<file path="src/rtl/results_pkg.sv">
// Shared constants, state encoding and helpers for the results SRAM write-back path.
package results_pkg;
    localparam int LANES       = 8;
    localparam int IN_W        = 16;
    localparam int ACC_W       = 20;
    localparam int ADDRESSSIZE = 10;
    localparam int WORDSIZE    = LANES * ACC_W;

    localparam logic [ACC_W-1:0] ACC_MAX = {1'b0, {(ACC_W-1){1'b1}}};
    localparam logic [ACC_W-1:0] ACC_MIN = {1'b1, {(ACC_W-1){1'b0}}};

    typedef enum logic [1:0] {
        IDLE  = 2'd0,
        READ  = 2'd1,
        MERGE = 2'd2,
        WRITE = 2'd3
    } state_t;

    function automatic logic [ACC_W-1:0] sext_in(input logic [IN_W-1:0] v);
        return {{(ACC_W-IN_W){v[IN_W-1]}}, v};
    endfunction
endpackage

</file>
<file path="src/rtl/sat_add_lane.sv">
// One lane of the merge adder: stored ACC_W value plus sign-extended partial sum, clamped.
module sat_add_lane
    import results_pkg::*;
(
    input  logic [ACC_W-1:0] a,
    input  logic [IN_W-1:0]  b,
    output logic [ACC_W-1:0] sum,
    output logic             sat
);
    logic [ACC_W:0] wide_s;

    assign wide_s = {a[ACC_W-1], a} + {{(ACC_W+1-IN_W){b[IN_W-1]}}, b};

    // Overflow shows up as disagreement between the two top bits of the widened sum.
    always_comb begin
        sum = wide_s[ACC_W-1:0];
        sat = 1'b0;
        if (wide_s[ACC_W] != wide_s[ACC_W-1]) begin
            sat = 1'b1;
            sum = wide_s[ACC_W] ? ACC_MIN : ACC_MAX;
        end else begin
            sum = wide_s[ACC_W-1:0];
        end
    end
endmodule

</file>
<file path="src/rtl/results_accumulator.sv">
// Write-back stage for the results SRAM: overwrite or saturating read-modify-write of one word.
module results_accumulator
    import results_pkg::*;
(
    input  logic                   clk,
    input  logic                   rst,
    input  logic                   in_valid,
    output logic                   in_ready,
    input  logic                   in_accum,
    input  logic [ADDRESSSIZE-1:0] in_addr,
    input  logic [LANES*IN_W-1:0]  in_data,
    output logic                   sram_we,
    output logic [ADDRESSSIZE-1:0] sram_addr,
    output logic [WORDSIZE-1:0]    sram_wdata,
    input  logic [WORDSIZE-1:0]    sram_rdata,
    output logic                   sat_flag,
    output logic [15:0]            wr_count,
    output logic                   busy
);
    state_t                 state_r;
    state_t                 next_state_s;
    logic                   xfer_s;
    logic [LANES*IN_W-1:0]  in_data_r;
    logic [WORDSIZE-1:0]    wdata_r;
    logic [WORDSIZE-1:0]    ext_s;
    logic [WORDSIZE-1:0]    merged_s;
    logic [LANES-1:0]       lane_sat_s;
    logic                   sram_we_r;
    logic [ADDRESSSIZE-1:0] sram_addr_r;
    logic                   in_ready_r;
    logic                   busy_r;
    logic                   sat_flag_r;
    logic [15:0]            wr_count_r;

    assign xfer_s = in_valid & in_ready_r;

    for (genvar i = 0; i < LANES; i++) begin : g_lane
        assign ext_s[i*ACC_W +: ACC_W] = sext_in(in_data[i*IN_W +: IN_W]);
        sat_add_lane u_lane (
            .a   (sram_rdata[i*ACC_W +: ACC_W]),
            .b   (in_data_r[i*IN_W +: IN_W]),
            .sum (merged_s[i*ACC_W +: ACC_W]),
            .sat (lane_sat_s[i])
        );
    end

    // Next-state logic for the serialized transaction sequencer.
    always_comb begin
        next_state_s = IDLE;
        case (state_r)
            IDLE: begin
                if (xfer_s) begin
                    next_state_s = in_accum ? READ : WRITE;
                end else begin
                    next_state_s = IDLE;
                end
            end
            READ:    next_state_s = MERGE;
            MERGE:   next_state_s = WRITE;
            WRITE:   next_state_s = IDLE;
            default: next_state_s = IDLE;
        endcase
    end

    // State and registered outputs; SRAM controls are decoded from the next state
    // so they are valid for the whole READ/WRITE cycle.
    always_ff @(posedge clk or posedge rst) begin
        if (rst) begin
            state_r     <= IDLE;
            in_data_r   <= '0;
            wdata_r     <= '0;
            sram_we_r   <= 1'b0;
            sram_addr_r <= '0;
            in_ready_r  <= 1'b1;
            busy_r      <= 1'b0;
            sat_flag_r  <= 1'b0;
            wr_count_r  <= 16'd0;
        end else begin
            state_r    <= next_state_s;
            sram_we_r  <= (next_state_s == WRITE);
            in_ready_r <= (next_state_s == IDLE);
            busy_r     <= (next_state_s != IDLE);
            if (xfer_s) begin
                sram_addr_r <= in_addr;
                in_data_r   <= in_data;
                if (!in_accum) begin
                    wdata_r <= ext_s;
                end
            end else if (state_r == MERGE) begin
                wdata_r <= merged_s;
                if (|lane_sat_s) begin
                    sat_flag_r <= 1'b1;
                end
            end
            if (state_r == WRITE) begin
                wr_count_r <= wr_count_r + 16'd1;
            end
        end
    end

    assign in_ready   = in_ready_r;
    assign busy       = busy_r;
    assign sram_we    = sram_we_r;
    assign sram_addr  = sram_addr_r;
    assign sram_wdata = wdata_r;
    assign sat_flag   = sat_flag_r;
    assign wr_count   = wr_count_r;
endmodule

</file>
<file path="config.mk">
export PLATFORM = sky130hd
export DESIGN_NAME = results_accumulator
export DESIGN_NICKNAME = d
export VERILOG_FILES = /design/src/rtl/results_pkg.sv /design/src/rtl/sat_add_lane.sv /design/src/rtl/results_accumulator.sv
export SDC_FILE = /design/constraint.sdc
export NUM_CORES = 1
export LEC_CHECK = 0
export BUFFER_PORTS_ARGS = -buffer_cell sky130_fd_sc_hd__buf_2
export CAP_MARGIN = 20
export CORE_UTILIZATION = 59
export DETAILED_ROUTE_END_ITERATION = 8
export PLACE_DENSITY_LB_ADDON = 0.2
export SKIP_CTS_REPAIR_TIMING = 1
export SYNTH_ARGS = -nofsm -noshare
export SYNTH_HDL_FRONTEND = slang
export SYNTH_SLANG_ARGS = --single-unit
</file>
<file path="constraint.sdc">
create_clock -name clk -period 19.9 [get_ports clk]
set_input_delay 1.99 -clock clk [delete_from_list [all_inputs] [get_ports clk]]
set_output_delay 1.99 -clock clk [all_outputs]
set_load 0.01 [all_outputs]
</file>
==> results of run 1 <==
## sequential cells by signal (all words and copies together), names as in the netlist
| register | cells |
|---|---|
| in_ready | 1 |
| sram_wdata | 160 |
| busy | 1 |
| sram_addr | 10 |
| wr_count | 16 |
| in_data_r | 128 |
| sat_flag | 1 |
| state_r | 2 |
| sram_we | 1 |
## worst max-delay path: stages
cell and delay, ps:
buf_2 130, ha_1 310, a211oi_1 350, o21ai_0 190, a41oi_1 320, a21boi_0 190
a221oi_1 440, o21bai_1 110, a21oi_1 260, xnor2_1 100, ha_1 610, inv_1 330
o41ai_4 990, nand2b_4 320, a2bb2oi_1 190
## synth_stat cells, types with 6 or more instances
library cell	instances
clkbuf_1	84
fa_1	8
ha_1	178
xnor2_1	91
inv_1	42
o22a_1	13
buf_1	8
o211ai_1	11
o31ai_1	17
and2_1	11
a221o_1	7
o21bai_1	18
nor2b_1	19
or2_2	10
a22o_1	6
nand2b_1	14
and3_1	15
o21a_1	26
xor2_1	49
a31oi_1	20
nor2_1	137
a21oi_1	180
o21ai_1	12
or3_1	37
nand3_1	39
and4_1	6
a211o_1	7
nor3_1	61
a21o_1	54
a21boi_0	10
a211oi_1	36
dfrtp_1	319
o21ai_0	205
nand4_1	13
nand2_1	613
o22ai_1	34
## final timing paths
path	startpoint	endpoint	slack (ps)
hold / removal	sat_flag$_DFFE_PP0P_	sat_flag$_DFFE_PP0P_	460
hold reg to reg	sat_flag$_DFFE_PP0P_	sat_flag$_DFFE_PP0P_	460
setup / recovery	sram_rdata[81]	sram_wdata[87]$_DFFE_PP0P_	13540
setup reg to reg	in_data_r[65]$_DFFE_PP0P_	sram_wdata[87]$_DFFE_PP0P_	14670
max in group asynchronous	rst	state_r[0]$_DFF_PP0_	16670
min in group asynchronous	rst	wr_count[10]$_DFFE_PP0N_	1570
## layout make-up
type,count,area [um2]
inverter,43,169
antenna,20,50.0
sequential,320,8010
tap,461,577
clock inverter,15,250
fill,2862,10000
timing repair buffer,506,2570
multi-input combinational,2050,12700
clock buffer,54,1170
## metal layers
metal | track usage [%] | share of wire, % | vias to the layer above | wire [um]
met5 | 0 | 0.17 | - | 117
met2 | 59.2 | 47 | 791 | 31800
met4 | 18.8 | 5.3 | 20 | 3600
met1 | 44.0 | 39 | 9905 | 26800
li1 | - | - | 9829 | -
met3 | 9.61 | 8.4 | 210 | 5730
## power breakdown
| part | switching, uW | leakage [uW] | internal, uW | total, uW |
|---|---|---|---|---|
| Sequential | 213 | 0.00385 | 974 | 1190 |
| Combinational | 1950 | 0.00818 | 1250 | 3200 |
| Clock | 292 | 0.000711 | 501 | 793 |
| Total | 2460 | 0.0127 | 2720 | 5180 |
## cell families after synthesis
kind of cell	count (synthesis)	share of synthesized area, %
simple gates	997	20.4
mux	6	0.295
fa+ha+maj	186	11.2
compound gates	721	21.9
xor+xnor	140	5.77
flops	320	37.7
buf+inv	145	2.72
## cells in the final DEF, fill, tap and decap left out, drive strengths merged, types with 5 or more instances in the layout
| cell type | n |
|---|---|
| and2 | 12 |
| xnor2 | 91 |
| a221o | 7 |
| nor2b | 19 |
| fa | 8 |
| o22a | 17 |
| ha | 178 |
| a21boi | 11 |
| or3 | 38 |
| a211o | 7 |
| o22ai | 34 |
| a211oi | 38 |
| a21oi | 182 |
| diode | 20 |
| and3 | 15 |
| o31ai | 18 |
| o21a | 26 |
| bufinv | 7 |
| o21ai | 219 |
| and4 | 8 |
| a21o | 55 |
| nand2b | 15 |
| or2 | 11 |
| nor3 | 62 |
| a31oi | 21 |
| clkinv | 9 |
| nor2 | 137 |
| nand4 | 13 |
| dfrtp | 319 |
| xor2 | 49 |
| nand2 | 614 |
| a221oi | 5 |
| clkbuf | 54 |
| o21bai | 18 |
| a22o | 6 |
| inv | 42 |
| nand3 | 39 |
| buf | 506 |
| o211ai | 11 |
| nor4 | 5 |
## metrics by stage
stage                     setup WS [ps]  cell area, um2  utilization, %  hold slack [ps]
after detailed placement          13050           24000            67.7              443
final                             13540           25500            71.8              462
after global placement            13230           24000            67.6              441
after global routing              13220           25500            71.8              484
after floorplan                    9060           21200               -              450
after CTS                         13630           25400            71.7              464
==> impl_results.md, run 1 <==
- Status: completed
- Initial antenna violation count: 27
- Hold Path Depth: 1
- Worst IR drop on VDD: roughly 140 uV
- Fin Setup TNS: 0 ps
- Total power: about 5200 uW
- P&R area growth vs syn: 20.0%
- CTS Root Cell: clkbuf_16
- Post-Layout Cell Count: roughly 3500
- Syn Nets: 3003
- Yosys warns: 0
- Fin. max-slew vios: 0
- Port buffer count: just under 500
- Slew @ Worst Pin: roughly 1100 ps
- DP HPWL: 49600 um
- FP Rows: between 60 and 70
- Core area: 35500 um2
- Post-synthesis instance area: around 21000 um2
- Crit. End Element: flip-flop
- R2R depth: 14
- First-pass DRT Iterations: 5
- Worst-path clk slew: approximately 60 ps
- Post-layout min period: between 6000 and 7000 ps
- FF+latch count, synth: 320
- Ys flop type: dfrtp_1
- MaxCap Viol Count: 0
- Ys async rst share: between 90% and 100%
- Crit path max fanout: 15
- Final #Nets: 3447
- Fin crit share: a little under a third
- Grt ovf: 0
- Crit path DAT: between 6000 and 7000 ps
- Final setup fails: 0
- Share of cells above drive strength 1: about a fifth
- Top-Level Pins: 492
- ANT nets after route: 0
- Synthesized area per cell: 8.44 um2
- Sequential share of the synthesized area: a little under two fifths
- Worst setup SP type: primary input
- Ranking of synthesized cells by area: dfrtp_1 38%, nand2_1 11%, ha_1 10%, o21ai_0 4.8%, a21oi_1 4.2%
- H-tree depth: 2
- CTS Buf Count: 38
- Power Density: 203 nW/um2
- Worst-Skew Late Latency: between 500 and 600 ps
- Final wirelength: 68100 um
- Clock Sinks: 320
- Final hold violations: 0
- Starting Density: about three fifths
- DR DRC count: 0
- Maximum root-to-sink buffer count: 3
- Cells after Synth: 2515
- Iter 0 DRT Violations: around 1500
- Die width: between 150 and 200 um
- Post-synth top area cell: dfrtp_1
- GP Congestion: about 0.98
- Fmax: 0.157 GHz
- Die area: between 30000 and 40000 um2
- Largest net degree at the start of global routing: 117
- Number of vias per cell: 5.98
- Placed cell count: between 3000 and 4000
- Required time worst endpoint: ~20000 ps
- Routed length per placed instance: 19.6 um
- Post-synth EDFFs: 0
- Via count: around 21000
- Vias in the first global route: about 20000
- Post-synthesis cell type count: 98
- Clock skew: between 15 and 20 ps
- Kind of critical path: in -> reg
- Die Height: between 150 and 200 um
- Unrepaired setup endpoints after global routing: no
- Leak pwr: between 0.01 and 0.015 uW
- First-pass GRT wire length: 105000 um
- GRT Util Overall: a little over a third
- CTS tree: done
- Top cell type's share of synthesized area: 37.6%
- Worst Hold Class: reg -> reg
- Max_slew headroom: between 20 and 30%
No activity file was read; power rests on OpenSTA's default activity.
==> run 2, diff against run 1 <==
--- a/config.mk
+++ b/config.mk
@@ -7,7 +7,8 @@
 export LEC_CHECK = 0
 export BUFFER_PORTS_ARGS = -buffer_cell sky130_fd_sc_hd__buf_2
 export CAP_MARGIN = 20
-export CORE_UTILIZATION = 59
+export CORE_ASPECT_RATIO = 1.75
+export CORE_UTILIZATION = 50
 export DETAILED_ROUTE_END_ITERATION = 8
 export PLACE_DENSITY_LB_ADDON = 0.2
 export SKIP_CTS_REPAIR_TIMING = 1
==> constraint.sdc (replaced) <==
create_clock -name clk -period 5.2 [get_ports clk]
set_input_delay 0.52 -clock clk [delete_from_list [all_inputs] [get_ports clk]]
set_output_delay 0.52 -clock clk [all_outputs]
set_load 0.01 [all_outputs]
==> run 2 against run 1 <==
Power rose to 3.8 times the previous value. Sequential cell count unchanged. Sequential share of layout area fell by 0.10 points. Largest power group unchanged. Highest routed layer unchanged.
==> impl_results.md, run 2 (same netlist as run 1, synthesis figures left out) <==
- DP HPWL: 52500 um (was 49600 um)
- Number of vias per cell: 5.78 (was 5.98)
- ANT nets after route: 0 (unchanged)
- Top-Level Pins: 492 (unchanged)
- Starting Density: 50.9% (was 59.9%)
- CTS tree: done (unchanged)
- Most frequent cells in the layout: 612 x nand2_1, 491 x buf_2, 319 x dfrtp_1 (unchanged)
- Final wirelength: 70200 um (was 68100 um)
- Worst setup SP type: flip-flop (was primary input)
- Routed length per placed instance: 19.6 um (about the same)
- GR met1 Demand/Resource: 32.7% (was 44.0%)
- First-pass DRT Iterations: 6 (was 5)
- Commonest non-fill, non-tap cell in the layout: nand2_1 (unchanged)
- Fin Setup TNS: 0 ps (unchanged)
- Worst-Skew Late Latency: 540 ps (was 570 ps)
- Via count: 20700 (was 20800)
- Maximum root-to-sink buffer count: 3 (unchanged)
- Core area: 41700 um2 (was 35500 um2)
- Largest register FFs: 160 (unchanged)
- Unrepaired setup endpoints after global routing: no (unchanged)
- Leak pwr: 0.0127 uW (about the same)
- Placed cell count: 3483 (was 3380)
- Slew @ Worst Pin: 1120 ps (was 1070 ps)
- Port buffer count: 491 (unchanged)
- Crit path max fanout: 11 (was 15)
- Post-Layout Cell Count: 3573 (was 3469)
- Kind of critical path: reg -> reg (was in -> reg)
- Fin. max-slew vios: 0 (unchanged)
- Required time worst endpoint: 5650 ps (was 20380 ps)
- GRT Util Overall: 32.0% (was 36.3%)
- Worst Hold Class: in -> reg (was reg -> reg)
- Met3 Usage GRT: 7.64% (was 9.61%)
- CTS Root Cell: clkbuf_16 (unchanged)
- MaxCap Viol Count: 0 (unchanged)
- Worst-path clk slew: 70 ps (was 60 ps)
- P&R area growth vs syn: 20.4% (was 20.0%)
- Crit. End Element: flip-flop (unchanged)
- Initial antenna violation count: 25 (was 27)
- Grt ovf: 0 (unchanged)
- FP Rows: 99 (was 69)
- Die area: 43300 um2 (was 36800 um2)
- Fmax: roughly 0.22 GHz
- Setup slack, reg-to-reg: 750 ps (was 14670 ps)
- Share of cells above drive strength 1: 20.9% (was 21.0%)
- H-tree depth: 2 (unchanged)
- Crit path DAT: 4900 ps (was 6840 ps)
- Power Density: 773 nW/um2 (was 203 nW/um2)
- Largest net degree at the start of global routing: 182 (was 117)
- Fin crit share: between 80 and 90%
- Busiest layer in global routing: met2 (unchanged)
- Final core occ: 61.2% (was 71.8%)
- Vias in the first global route: 20900 (was 20000)
- Final hold violations: 0 (unchanged)
- Clock Sinks: 320 (unchanged)
- Die Height: 275 um (was 192 um)
- Met2 Track Usage GR: 57.5% (was 59.2%)
- GP Congestion: 0.941 (was 0.985)
- Max_slew headroom: 25.1% (was 28.2%)
- CTS Buf Count: 35 (was 38)
- DR DRC count: 0 (unchanged)
- Final #Nets: 3453 (was 3447)
- Worst IR drop on VDD: 391 uV (was 140 uV)
- Post-layout min period: between 4000 and 5000 ps
- Die width: 158 um (was 192 um)
- First-pass GRT wire length: 108000 um (was 105000 um)
- Clock skew: 14.3 ps (was 17.2 ps)
- Final setup fails: 0 (unchanged)
- Status: completed (unchanged)
- Iter 0 DRT Violations: 1333 (was 1534)
[run 2: cell count changes in the layout (fill, tap and decap cells not counted), moves of 4 or more]
cell and delta:
clkbuf_16 -4, clkbuf_1 +4, buf_4 +4, diode_2 +8
buf_12 +6, clkinv_2 -4
[run 2: final cells by class]
class | instances | area (um2)
tap | 555 | 694
clock buffer | 51 | 1050
fill | 3812 | 16200
antenna | 28 | 70.1
timing repair buffer | 515 | 2710
sequential | 320 | 8010
clock inverter | 11 | 185
inverter | 43 | 165
multi-input combinational | 2050 | 12700
[run 2: power by group]
part / leakage [uW] / switching, uW / internal (uW)
clock network: 0.000601 / 1070 / 1650
logic: 0.00824 / 7590 / 4930
registers: 0.00385 / 794 / 3730
[run 2: stage by stage]
| stage | total power [uW] | instance area (um2) | setup slack, ps | hold slack, ps |
|---|---|---|---|---|
| after floorplan | 13300 | 21200 | 414 | 450 |
| after global placement | 16600 | 24300 | 595 | 454 |
| after detailed placement | 17000 | 24300 | 506 | 459 |
| after CTS | 19800 | 25500 | 757 | 163 |
| after global routing | 21400 | 25500 | 387 | 182 |
| final | 19800 | 25600 | 747 | 180 |
[run 2: worst max-delay path, stage by stage (launching register included)]
cell and delay [ps]:
dfrtp_1 410, ha_1 310, a211oi_1 320, o21ai_0 190, a41oi_1 330, a21boi_0 220
a221oi_1 480, o21bai_1 140, a21oi_1 260, xnor2_1 100, ha_1 300, inv_1 170
o41ai_4 530, buf_4 280, o22ai_1 100, o21ai_0 210
[run 2: worst paths after layout]
check	from	to	depth (start not counted)
max reg2reg	in_data_r[65]$_DFFE_PP0P_	sram_wdata[83]$_DFFE_PP0P_	15
max	in_data_r[65]$_DFFE_PP0P_	sram_wdata[83]$_DFFE_PP0P_	15
min in group asynchronous	rst	sram_wdata[118]$_DFFE_PP0P_	3
min reg2reg	sram_addr[1]$_DFFE_PP0P_	sram_addr[1]$_DFFE_PP0P_	2
min	in_addr[7]	sram_addr[7]$_DFFE_PP0P_	3
max in group asynchronous	rst	in_data_r[121]$_DFFE_PP0P_	3
[run 2: routing by layer]
metal | wire length [um] | share of wire, %
met3 | 4930 | 7.0
met4 | 4580 | 6.5
met5 | 39 | 0.056
met1 | 24700 | 35
met2 | 35900 | 51
==> run 3, diff against run 2 <==
--- a/config.mk
+++ b/config.mk
@@ -5,10 +5,11 @@
 export SDC_FILE = /design/constraint.sdc
 export NUM_CORES = 1
 export LEC_CHECK = 0
+export ABC_AREA = 1
 export BUFFER_PORTS_ARGS = -buffer_cell sky130_fd_sc_hd__buf_2
 export CAP_MARGIN = 20
 export CORE_ASPECT_RATIO = 1.75
-export CORE_UTILIZATION = 50
+export CORE_UTILIZATION = 51
 export DETAILED_ROUTE_END_ITERATION = 8
 export PLACE_DENSITY_LB_ADDON = 0.2
 export SKIP_CTS_REPAIR_TIMING = 1
==> run 3 against run 2 <==
Sequential power shrank 1%. Via count up 22%. Largest cell class unchanged. Worst setup slack better by 420 ps. Global-route usage grew 1.4 points. Maximum frequency increased by 10%. Power is 11% higher. Critical path type unchanged. Die area rose by 12%. Critical path depth increased by 2.
==> impl_results.md, run 3 <==
- Status: completed (unchanged)
- Worst hold slack: 117 ps (was 180 ps)
- Share of cells above drive strength 1: 16.9% (was 20.9%)
- Worst-path clk slew: 60 ps (was 70 ps)
- Crit-path cells: ha_1 > inv_1 > nor2_1 > nor2_1 > o21ai_0 > nand3_1 > nand2_1 > a21oi_1 > xor2_1 > inv_1 > ha_1 > inv_1 > nand4_1 > nor4_1 > nand3_1 > nand3_1 > nand2_1 (was ha_1 > a211oi_1 > o21ai_0 > a41oi_1 > a21boi_0 > a221oi_1 > o21bai_1 > a21oi_1 > xnor2_1 > ha_1 > inv_1 > o41ai_4 > buf_4 > o22ai_1 > o21ai_0)
- Ys flop type: dfrtp_1 (unchanged)
- H-tree depth: 2 (unchanged)
- Post-synth top area cell: dfrtp_1 (unchanged)
- Routed wl met3: 4650 um (was 4930 um)
- Worst Path Buf+Inv: 3 (was 2)
- Largest register FFs: 160 (unchanged)
- Slowest CP cell: inv_1 (was o41ai_4)
- Routed length per placed instance: 17.5 um (was 19.6 um)
- P&R area growth vs syn: 16.9% (was 20.4%)
- Sequential share of the synthesized area: 33.1% (was 37.7%)
- CTS Buf Count: 35 (unchanged)
- Iter 0 DRT Violations: 1337 (was 1333)
- Clock Sinks: 320 (unchanged)
- Initial antenna violation count: 26 (was 25)
- Clock skew: 13.7 ps (was 14.3 ps)
- Final instance area: 28300 um2 (was 25600 um2)
- Max_slew headroom: 40.2% (was 25.1%)
- Final #Nets: 4512 (was 3453)
- Top-Level Pins: 492 (unchanged)
- Final WS setup: 1170 ps (was 747 ps)
- Worst-Skew Late Latency: 550 ps (was 540 ps)
- Most frequent cells in the layout: 1322 x nand2_1, 491 x buf_2, 408 x a21oi_1 (was 612 x nand2_1, 491 x buf_2, 319 x dfrtp_1)
- Kind of critical path: reg -> reg (unchanged)
- Synthesized area per cell: 6.75 um2 (was 8.44 um2)
- Syn Nets: 4076 (was 3003)
- Final wirelength: 81500 um (was 70200 um)
- Fin. max-slew vios: 0 (unchanged)
- Cells after Synth: 3588 (was 2515)
- Die Height: 290 um (was 275 um)
- Final hold violations: 0 (unchanged)
- First-pass GRT wire length: 128000 um (was 108000 um)
- FP Rows: 105 (was 99)
- Worst Hold Class: in -> async (was in -> reg)
- Crit path max fanout: 16 (was 11)
- GRT Util Overall: 33.4% (was 32.0%)
- FF+latch count, synth: 320 (unchanged)
- Ranking of synthesized cells by area: dfrtp_1 33%, nand2_1 20%, ha_1 9.2%, a21oi_1 8.4%, nor2_1 6.0% (was dfrtp_1 38%, nand2_1 11%, ha_1 10%, o21ai_0 4.8%, a21oi_1 4.2%)
- CTS Root Cell: clkbuf_16 (unchanged)
- Routed met2 length: 42300 um (was 35900 um)
- DR top layer: met5 (unchanged)
- DR DRC count: 0 (unchanged)
- Die width: 167 um (was 158 um)
- Slowest stage delay, CP: 560 ps (was 530 ps)
- Die area: 48400 um2 (was 43300 um2)
- Grt ovf: 0 (unchanged)
- Count leader, synth: nand2_1 (unchanged)
- Post-synthesis cell type count: 46 (was 98)
- MaxCap Viol Count: 0 (unchanged)
- Worst setup SP type: flip-flop (unchanged)
- GP Congestion: 1.03 (was 0.941)
- Crit path DAT: 4470 ps (was 4900 ps)
- Crit. End Element: flip-flop (unchanged)
- ANT nets after route: 0 (unchanged)
- Leak pwr: 0.0155 uW (was 0.0127 uW)
- Post-synthesis instance area: 24200 um2 (was 21200 um2)
- First-pass DRT Iterations: 8 (was 6)
- Via count: 25200 (was 20700)
- Number of vias per cell: 5.43 (was 5.78)
- Yosys warns: 0 (unchanged)
- Port buffer count: 491 (unchanged)
- Final setup fails: 0 (unchanged)
- Unrepaired setup endpoints after global routing: no (unchanged)
- Commonest non-fill, non-tap cell in the layout: nand2_1 (unchanged)
- Fin crit share: 77.5% (was 85.6%)
- DP HPWL: 63400 um (was 52500 um)
- Post-layout min period: 4030 ps (was 4450 ps)
- Cell Area, Placed: 27100 um2 (was 24300 um2)
- Power Density: 776 nW/um2 (was 773 nW/um2)
- Fmax: 0.248 GHz (was 0.225 GHz)
- Top cell type's share of synthesized area: 33.0% (was 37.6%)
- Fin Setup TNS: 0 ps (unchanged)
- CTS tree: done (unchanged)
- Vias in the first global route: 25100 (was 20900)
- Core area: 46900 um2 (was 41700 um2)
- Starting Density: 51.6% (was 50.9%)
- Post-synth EDFFs: 0 (unchanged)
- Synth cell count leaders: 1322 x nand2_1, 408 x a21oi_1, 386 x nor2_1 (was 613 x nand2_1, 319 x dfrtp_1, 205 x o21ai_0)
- Maximum root-to-sink buffer count: 3 (unchanged)
- Ys async rst share: 100% (unchanged)
- Worst IR drop on VDD: 442 uV (was 391 uV)
- Required time worst endpoint: 5640 ps (was 5650 ps)
- Crit-path leading delay family: simple AND/OR/NAND/NOR gates (was compound AO/OA/AOI/OAI gates)
- Largest net degree at the start of global routing: 138 (was 182)
- Place WS: 984 ps (was 506 ps)
- M1 wire length: 28600 um (was 24700 um)
- Slew @ Worst Pin: 897 ps (was 1120 ps)
[run 3: changes by cell type after synthesis, moves of 76 or more]
cell	before	now
nand2_1	613	1322
xnor2_1	91	15
o21ai_0	205	86
nand3_1	39	202
a21oi_1	180	408
nor2_1	137	386
inv_1	42	248
[run 3: cell families after synthesis]
logic type               after synthesis  synth area share [%]
buffers and inverters                366                  6.08
adder cells (fa/ha/maj)              186                  9.86
XOR/XNOR                              49                  1.77
AND/OR/NAND/NOR                     2090                  36.3
flip-flops                           320                  33.1
AO/OA/AOI/OAI                        577                  13.0
[run 3: worst reg2reg max path, cell delays in order, from the launching register on]
cell and delay, ps:
dfrtp_1 380, ha_1 390, inv_1 90, nor2_1 160, nor2_1 90, o21ai_0 510
nand3_1 180, nand2_1 120, a21oi_1 80, xor2_1 180, inv_1 60, ha_1 420
inv_1 570, nand4_1 220, nor4_1 230, nand3_1 110, nand3_1 80, nand2_1 60
[run 3: metrics by stage]
stage,power (uW),instances,utilization (%)
6_report,22000,4646,60.4
5_1_grt,24100,4643,60.3
4_1_cts,22000,4633,60.3
3_5_place_dp,19300,4575,57.8
3_3_place_gp,19200,4575,57.8
2_1_floorplan,15200,3588,-
[run 3: where the power goes]
part	internal [uW]	total (uW)	switching, uW	leakage (uW)
Sequential	3710	4470	760	0.00378
Clock	1520	2600	1080	0.000555
Combinational	5090	14900	9800	0.0111
Total	10300	22000	11600	0.0155
[run 3: layout make-up]
type / instances / area [um2]
diodes: 13 / 32.5
clock buffers: 49 / 1020
clock inverters: 9 / 131
fillers: 4760 / 18600
inverters: 254 / 967
multi-input cells: 2902 / 14800
flip-flops and latches: 320 / 8010
well taps: 588 / 736
repair buffers: 511 / 2660
[run 3: metal layers]
| layer | GRT usage [%] | up-vias |
|---|---|---|
| met5 | 0 | - |
| met4 | 22.4 | 24 |
| met3 | 6.90 | 276 |
| met2 | 62.3 | 735 |
| met1 | 33.0 | 11700 |
| li1 | - | 12500 |
[run 3: final timing paths]
path | startpoint | to | slack (ps) | depth (start not counted)
max | in_data_r[2]$_DFFE_PP0P_ | sat_flag$_DFFE_PP0P_ | 1170 | 17
min | rst | in_data_r[70]$_DFFE_PP0P_ | 120 | 3
max reg2reg | in_data_r[2]$_DFFE_PP0P_ | sat_flag$_DFFE_PP0P_ | 1170 | 17
min reg2reg | sat_flag$_DFFE_PP0P_ | sat_flag$_DFFE_PP0P_ | 460 | 2
max in group asynchronous | rst | sram_addr[0]$_DFFE_PP0P_ | 3800 | 4
min in group clk | in_addr[4] | sram_addr[4]$_DFFE_PP0P_ | 170 | 3
